$ cat config.mk
export PLATFORM = sky130hd
export DESIGN_NAME = timer_multi
export DESIGN_NICKNAME = d
export VERILOG_FILES = /design/src/rtl/timer_multi.sv
export SDC_FILE = /design/constraint.sdc
export NUM_CORES = 1
export LEC_CHECK = 0
export BUFFER_PORTS_ARGS = -buffer_cell sky130_fd_sc_hd__buf_2
export CORE_MARGIN = 5
export CORE_UTILIZATION = 55
export CTS_CLUSTER_SIZE = 28
export DETAILED_ROUTE_END_ITERATION = 8
export PLACE_DENSITY = 0.75
export SLEW_MARGIN = 30
export SYNTH_ARGS = -nofsm -noshare
export SYNTH_HDL_FRONTEND = slang
export SYNTH_SLANG_ARGS = --single-unit
$ cat constraint.sdc
create_clock -name i_clk -period 2.7 [get_ports i_clk]
set_input_delay 0.135 -clock i_clk [delete_from_list [all_inputs] [get_ports i_clk]]
set_output_delay 0.135 -clock i_clk [all_outputs]
set_load 0.02 [all_outputs]
$ cat src/rtl/timer_multi.sv
// Multi-channel timer/PWM peripheral on the 16-bit CPU bus.
// Per-channel prescaler, counter, TOP reload, duty compare; shared W1C match status and one IRQ.
module timer_multi #(
   parameter logic [15:0] BASE_ADDR = 16'h0440,
   parameter int          N_CH      = 4,
   parameter int          WIDTH     = 16
) (
   input  logic            i_clk,
   input  logic            i_rst_n,
   input  logic            i_we,
   input  logic [15:0]     i_addr,
   input  logic [15:0]     i_data,
   output logic [15:0]     o_data,
   output logic [N_CH-1:0] o_pwm,
   output logic            o_irq
);
   localparam logic [15:0] STATUS_OFF = 16'(8 * N_CH);

   // ctrl bits: [0] en, [1] oneshot, [2] pwm_en, [3] irq_en
   logic [3:0]       ctrl_q  [N_CH];
   logic [3:0]       ctrl_d  [N_CH];
   logic [WIDTH-1:0] presc_q [N_CH];
   logic [WIDTH-1:0] presc_d [N_CH];
   logic [WIDTH-1:0] cnt_q   [N_CH];
   logic [WIDTH-1:0] cnt_d   [N_CH];
   logic [WIDTH-1:0] top_q   [N_CH];
   logic [WIDTH-1:0] top_d   [N_CH];
   logic [WIDTH-1:0] duty_q  [N_CH];
   logic [WIDTH-1:0] duty_d  [N_CH];
   logic [WIDTH-1:0] div_q   [N_CH];
   logic [WIDTH-1:0] div_d   [N_CH];
   logic [N_CH-1:0]  flag_q, flag_d;
   logic [N_CH-1:0]  pwm_q, pwm_d;
   logic             irq_q, irq_d;
   logic [15:0]      data_q, data_d;

   logic [15:0]      off;
   logic [2:0]       ch;
   logic [2:0]       rg;
   logic             ch_hit;
   logic             st_hit;
   logic [15:0]      rd_val;
   logic [N_CH-1:0]  flag_set;
   logic [N_CH-1:0]  flag_clr;
   logic [N_CH-1:0]  irq_src;

   // Addresses below BASE_ADDR wrap to large offsets and fall outside the map.
   assign off    = i_addr - BASE_ADDR;
   assign ch     = off[5:3];
   assign rg     = off[2:0];
   assign ch_hit = (off < STATUS_OFF);
   assign st_hit = (off == STATUS_OFF);

   always_comb begin
      rd_val = '0;
      if (ch_hit) begin
         for (int c = 0; c < N_CH; c++) begin
            if (ch == 3'(c)) begin
               case (rg)
                  3'd0:    rd_val[3:0]       = ctrl_q[c];
                  3'd1:    rd_val[WIDTH-1:0] = presc_q[c];
                  3'd2:    rd_val[WIDTH-1:0] = cnt_q[c];
                  3'd3:    rd_val[WIDTH-1:0] = top_q[c];
                  3'd4:    rd_val[WIDTH-1:0] = duty_q[c];
                  default: rd_val            = '0;
               endcase
            end
         end
      end else if (st_hit) begin
         rd_val[N_CH-1:0] = flag_q;
      end
   end

   always_comb begin
      data_d   = i_we ? data_q : rd_val;
      flag_set = '0;
      flag_clr = (i_we && st_hit) ? i_data[N_CH-1:0] : '0;
      irq_src  = '0;
      pwm_d    = '0;
      for (int c = 0; c < N_CH; c++) begin
         ctrl_d[c]  = ctrl_q[c];
         presc_d[c] = presc_q[c];
         cnt_d[c]   = cnt_q[c];
         top_d[c]   = top_q[c];
         duty_d[c]  = duty_q[c];
         div_d[c]   = div_q[c];
         pwm_d[c]   = ctrl_q[c][0] & ctrl_q[c][2] & (cnt_q[c] < duty_q[c]);
         irq_src[c] = flag_q[c] & ctrl_q[c][3];

         if (ctrl_q[c][0]) begin
            if (div_q[c] == presc_q[c]) begin
               div_d[c] = '0;
               if (cnt_q[c] == top_q[c]) begin
                  cnt_d[c]    = '0;
                  flag_set[c] = 1'b1;
                  if (ctrl_q[c][1]) ctrl_d[c][0] = 1'b0;
               end else begin
                  cnt_d[c] = cnt_q[c] + 1'b1;
               end
            end else begin
               div_d[c] = div_q[c] + 1'b1;
            end
         end

         // Bus writes override the counting results computed above.
         if (i_we && ch_hit && (ch == 3'(c))) begin
            case (rg)
               3'd0: begin
                  ctrl_d[c] = i_data[3:0];
                  if (i_data[0] && !ctrl_q[c][0]) div_d[c] = '0;
               end
               3'd1: begin
                  presc_d[c] = i_data[WIDTH-1:0];
                  div_d[c]   = '0;
               end
               3'd2:    cnt_d[c]  = i_data[WIDTH-1:0];
               3'd3:    top_d[c]  = i_data[WIDTH-1:0];
               3'd4:    duty_d[c] = i_data[WIDTH-1:0];
               default: ;
            endcase
         end
      end
      flag_d = (flag_q & ~flag_clr) | flag_set;
      irq_d  = |irq_src;
   end

   always_ff @(posedge i_clk or negedge i_rst_n) begin
      if (!i_rst_n) begin
         for (int c = 0; c < N_CH; c++) begin
            ctrl_q[c]  <= '0;
            presc_q[c] <= '0;
            cnt_q[c]   <= '0;
            top_q[c]   <= '0;
            duty_q[c]  <= '0;
            div_q[c]   <= '0;
         end
         flag_q <= '0;
         pwm_q  <= '0;
         irq_q  <= 1'b0;
         data_q <= '0;
      end else begin
         for (int c = 0; c < N_CH; c++) begin
            ctrl_q[c]  <= ctrl_d[c];
            presc_q[c] <= presc_d[c];
            cnt_q[c]   <= cnt_d[c];
            top_q[c]   <= top_d[c];
            duty_q[c]  <= duty_d[c];
            div_q[c]   <= div_d[c];
         end
         flag_q <= flag_d;
         pwm_q  <= pwm_d;
         irq_q  <= irq_d;
         data_q <= data_d;
      end
   end

   assign o_data = data_q;
   assign o_pwm  = pwm_q;
   assign o_irq  = irq_q;

endmodule

After elaboration in Yosys (flattened, before gate mapping). Cells that the tools add are included. W data, S select, Z words.

Input bits: 35. Register bits after elaboration: 361. Logic and storage cells: 203.

Bitwise gates (word level): 15. Equality and inequality tests: 16. $lt $le $gt $ge: 5. Add/subtract/negate cells: 9. Reduce and logical (&&, ||, !) cells: 33. Mux-type cells: 93.

Operator list (number): $mux W16 (41); $pmux W12 S5 (3); $add A16 B1 Y16 const B (8); $eq A16 B16 Y1 (8); $pmux W16 S2 (4); $pmux W4 S5 (4); $lt A16 B16 Y1 (4); $pmux W12 S4 (1); $mux W1 (36); $reduce_and A2 Y1 (16); $eq A16 B6 Y1 const B (1); $lt A16 B6 Y1 const B (1); $sub A16 B11 Y16 const B (1); $and A1 B1 Y1 (12); $eq A3 B2 Y1 const B (4); $mux W12 (1); $mux W4 (3); $logic_and A1 B1 Y1 (10); $eq A3 B1 Y1 const B (2); $logic_not A3 Y1 (2); $and A4 B4 Y4 (1); $logic_not A1 Y1 (4); $not A4 Y4 (1); $or A4 B4 Y4 (1); other kinds (2) (2).

Longest topological paths before layout.
Word-level depth: 12. Depth in mapped cells: 9. Depth with buffers taken out: 8.

Worst setup path before layout. Ideal clock, no wire load.

Path type: flip-flop to flip-flop. From: register cnt_q[50] (netlist bit). To: register cnt_q[51] (netlist bit). Cell stages (with the launch flop): 10. Data arrival time: 2.053 ns. Path slack: 0.527 ns. Library setup time: 0.120 ns. Data required time: 2.580 ns. Buffers on the path: 2. Cells stage by stage: dfrtp_1 -> clkbuf_1 -> xnor2_1 -> nand4_1 -> nor4_2 -> nand3b_1 -> buf_2 -> or3b_2 -> a21oi_1 -> a31o_2.

RTL lines: start, declared (line 24) `logic [WIDTH-1:0] cnt_q [N_CH];`; start signal, assigned by index (line 145) `cnt_q[c] <= cnt_d[c];`.

==> flow_metrics.env <==
export IMPL_vias=17670
export IMPL_crit_arrival_ns=3.00
export IMPL_first_pass_iters=8
export IMPL_gp_congestion=1.079
export IMPL_fp_coreArea_sq_um=37400
export IMPL_drt_wl_total_mm=66.41
export IMPL_wl_per_cell_um=24.34
export IMPL_final_area_sq_um=23360
export IMPL_seq_area_sq_um=9034
export IMPL_synth_nets=2220
export IMPL_start_kind="flip-flop"
export IMPL_fin_nets=2286
export IMPL_drive_gt1_share_pct=18.77
export IMPL_yosys_top_cells_area="dfrtp_1 44%, mux2_2 8.7%, xnor2_1 6.8%"
export IMPL_cts_made_buffers=41
export IMPL_worstPathMaxFanout=19
export IMPL_grt_overflow=0
export IMPL_synth_distinct_cells=75
export IMPL_synth_top_cell_area_share_pct=43.69
export IMPL_dp_hpwl_mm=46.71
export IMPL_finalSetupViolCount=0
export IMPL_drc=0
export IMPL_detail_route_vias_per_cell=6.473
export IMPL_clock_latency_ns=0.57
export IMPL_start_util_pct=55.29
export IMPL_ir_worst_vdd_v=0.0006457
export IMPL_cpMostUsedCell="o21ai_0"
export IMPL_finalHoldViolCount=0
export IMPL_ys_seq_elements=361
export IMPL_p_total_mw=12.94
export IMPL_cts_max_level=2
export IMPL_tightest_slew_ns=0.7145
export IMPL_cp_end_kind="flip-flop"
export IMPL_die_h_um=203.9
export IMPL_ys_seq_area_share_pct=43.69
export IMPL_synthArstFlopShare_pct=100.0
export IMPL_multi_input_area_sq_um=10800
export IMPL_rsz0062_at_grt="no"
export IMPL_fill_cells=3003
export IMPL_antenna_found_initial=1
export IMPL_grt_pass1_vias=17470
export IMPL_critPathRequiredTime_ns=3.15
export IMPL_num_rows=71
export IMPL_dpl_instance_area_sq_um=21940
export IMPL_clkSinkCount=361
export IMPL_r2r_slack_ns=0.15
export IMPL_grt_pass1_wl_mm=103.1
export IMPL_io_buffers=55
export IMPL_crit_chain="xnor2_1 -> nand4_1 -> nor4_4 -> buf_4 -> nand2_1 -> o21ai_0 -> o21ai_0 -> a32o_1"
export IMPL_fmax_mhz=391.4
export IMPL_ys_flop_type="dfrtp_1"
export IMPL_timing_final_crit_share_pct=94.63
export IMPL_utilization_pct=62.46
export IMPL_ant_nets=0
export IMPL_slew_headroom_pct=52.27
export IMPL_path_buf_inv=1
export IMPL_hp_class="input port to flip-flop"
export IMPL_yosysTopAreaCell="dfrtp_1"
export IMPL_clockRootBuffer="clkbuf_16"
export IMPL_die_x_um=203.9
export IMPL_cts_buffer_depth=3
export IMPL_dieArea_sq_um=41580
export IMPL_cpPeakStageDelay_ns=0.42
export IMPL_synth_edf_count=0
export IMPL_fin_skew_ns=0.02510
export IMPL_crit_family="simple AND/OR/NAND/NOR gates"
export IMPL_cts_clk_slew_worst_paths_ns=0.06
export IMPL_slew_violations=0
export IMPL_tns_ns=0
export IMPL_grt_usage_pct=31.74
export IMPL_status="completed"
export IMPL_cellLeakagePower_nw=10.17
export IMPL_synth_common_cells="361 x dfrtp_1, 163 x nand2_1, 161 x xnor2_1"
export IMPL_drv_cap=0
export IMPL_p_per_area_nw_per_um2=553.9
export IMPL_first_iter_violations=2189
export IMPL_syn_inst=2117
export IMPL_synth_cell_area_sq_um=20680
export IMPL_period_needed_ns=2.555
export IMPL_crit_path_top_delay_cell="dfrtp_1"
export IMPL_synth_yosys_warnings=0
export IMPL_postSynthAreaPerCell_sq_um=9.768
export IMPL_ios=56
export IMPL_area_growth_pct=12.97
export IMPL_crit_type="flip-flop to flip-flop"
export IMPL_yosysMostFrequentCell="dfrtp_1"
export IMPL_cts_tree="built"
export IMPL_grt_max_degree=85
## sequential cells by signal, summed over array words and instances (netlist names)
| register | flops |
|---|---|
| o_data | 16 |
| flag_q | 4 |
| presc_q | 64 |
| top_q | 64 |
| div_q | 64 |
| o_pwm | 4 |
| o_irq | 1 |
| duty_q | 64 |
| ctrl_q | 16 |
| cnt_q | 64 |
## path summary, 6_finish.rpt
| kind | startpoint | endpoint | depth (start not counted) |
|---|---|---|---|
| worst min-delay path | i_data[0] | ctrl_q[8]$_DFF_PN0_ | 3 |
| min in group asynchronous | i_rst_n | cnt_q[10]$_DFF_PN0_ | 2 |
| worst max-delay path | presc_q[50]$_DFFE_PN0P_ | cnt_q[50]$_DFF_PN0_ | 8 |
| worst max register to register | presc_q[50]$_DFFE_PN0P_ | cnt_q[50]$_DFF_PN0_ | 8 |
| worst min register to register | o_data[7]$_DFFE_PN0N_ | o_data[7]$_DFFE_PN0N_ | 2 |
| max in group asynchronous | i_rst_n | top_q[28]$_DFFE_PN0P_ | 3 |
## layer usage
metal | vias up | wire, um | track usage, %
met5 | - | 7 | 0
met4 | 2 | 3272 | 13.80
met3 | 233 | 7833 | 8.362
met2 | 1041 | 29010 | 47.70
met1 | 8646 | 26290 | 43.65
li1 | 7743 | - | -
## through the flow
step / hold slack, ns / std cells / setup slack [ns]
finish: 0.05433 / 2729 / 0.1451
global route: 0.04919 / 2727 / 0.06621
CTS: 0.01827 / 2725 / 0.1839
detailed placement: 0.1967 / 2647 / 0.1188
global placement: 0.1975 / 2647 / 0.1363
floorplan: -0.1606 / 2117 / 0.5268
## layout by cell type (no fill, tap or decap), types with 7 or more instances in the layout
cell type  count
ha_1          68
o22ai_1       18
nand4_1       64
buf_4         88
nor4_1        19
a221oi_1       8
buf_2         54
clkbuf_16     43
a22oi_1       87
xnor2_1      161
a31oi_1       15
inv_1         83
and3_1        32
o311ai_1       9
o21a_1        19
mux2i_1       14
mux2_2       159
clkbuf_8      11
clkbuf_1       8
clkinv_2      11
o211ai_1       8
nand2_1      163
dfrtp_1      361
nand3_1       62
nor2_1       145
o21ai_0      142
nand2b_1       9
a222oi_1       7
nor2b_1       30
xor2_1        40
buf_12        11
a21oi_1      107
a21o_1         9
nor3_1        17
o311ai_0       8
a32o_1         8
and2_1         7
## worst min-delay path, stage by stage
cell     delay [ns]
buf_2          0.25
nand2_1        0.10
o21ai_0        0.07
## logic make-up after synthesis
group / after synthesis / share of synthesized area [%]
adder cells (fa/ha/maj): 68 / 4.114
buffers and inverters: 217 / 4.169
AO/OA/AOI/OAI: 485 / 14.87
AND/OR/NAND/NOR: 606 / 14.80
flip-flops: 361 / 43.69
XOR/XNOR: 202 / 8.592
multiplexers: 178 / 9.772
## area by class of cell
class	instances	area share, %
Multi-Input combinational cell	1539	46.23
Sequential cell	361	38.67
Clock buffer	62	5.383
Timing Repair Buffer	156	5.077
Tap cell	511	2.737
Inverter	84	1.350
Clock inverter	14	0.5302
Antenna cell	2	0.02142
## what timing repair did
| action | CTS | global route |
|---|---|---|
| setup endpoints to repair | 0 | 14 |
| resized for setup | 0 | 1 |
| buffers inserted | 0 | 2 |
| hold endpoints to repair | 77 | 0 |
| hold buffers | 2 | 0 |
## power by group
part / switching (mW) / internal, mW
Sequential: 0.248 / 5.53
Clock: 2.32 / 3.41
Combinational: 0.896 / 0.541
Power figures use the tool's default switching activity.
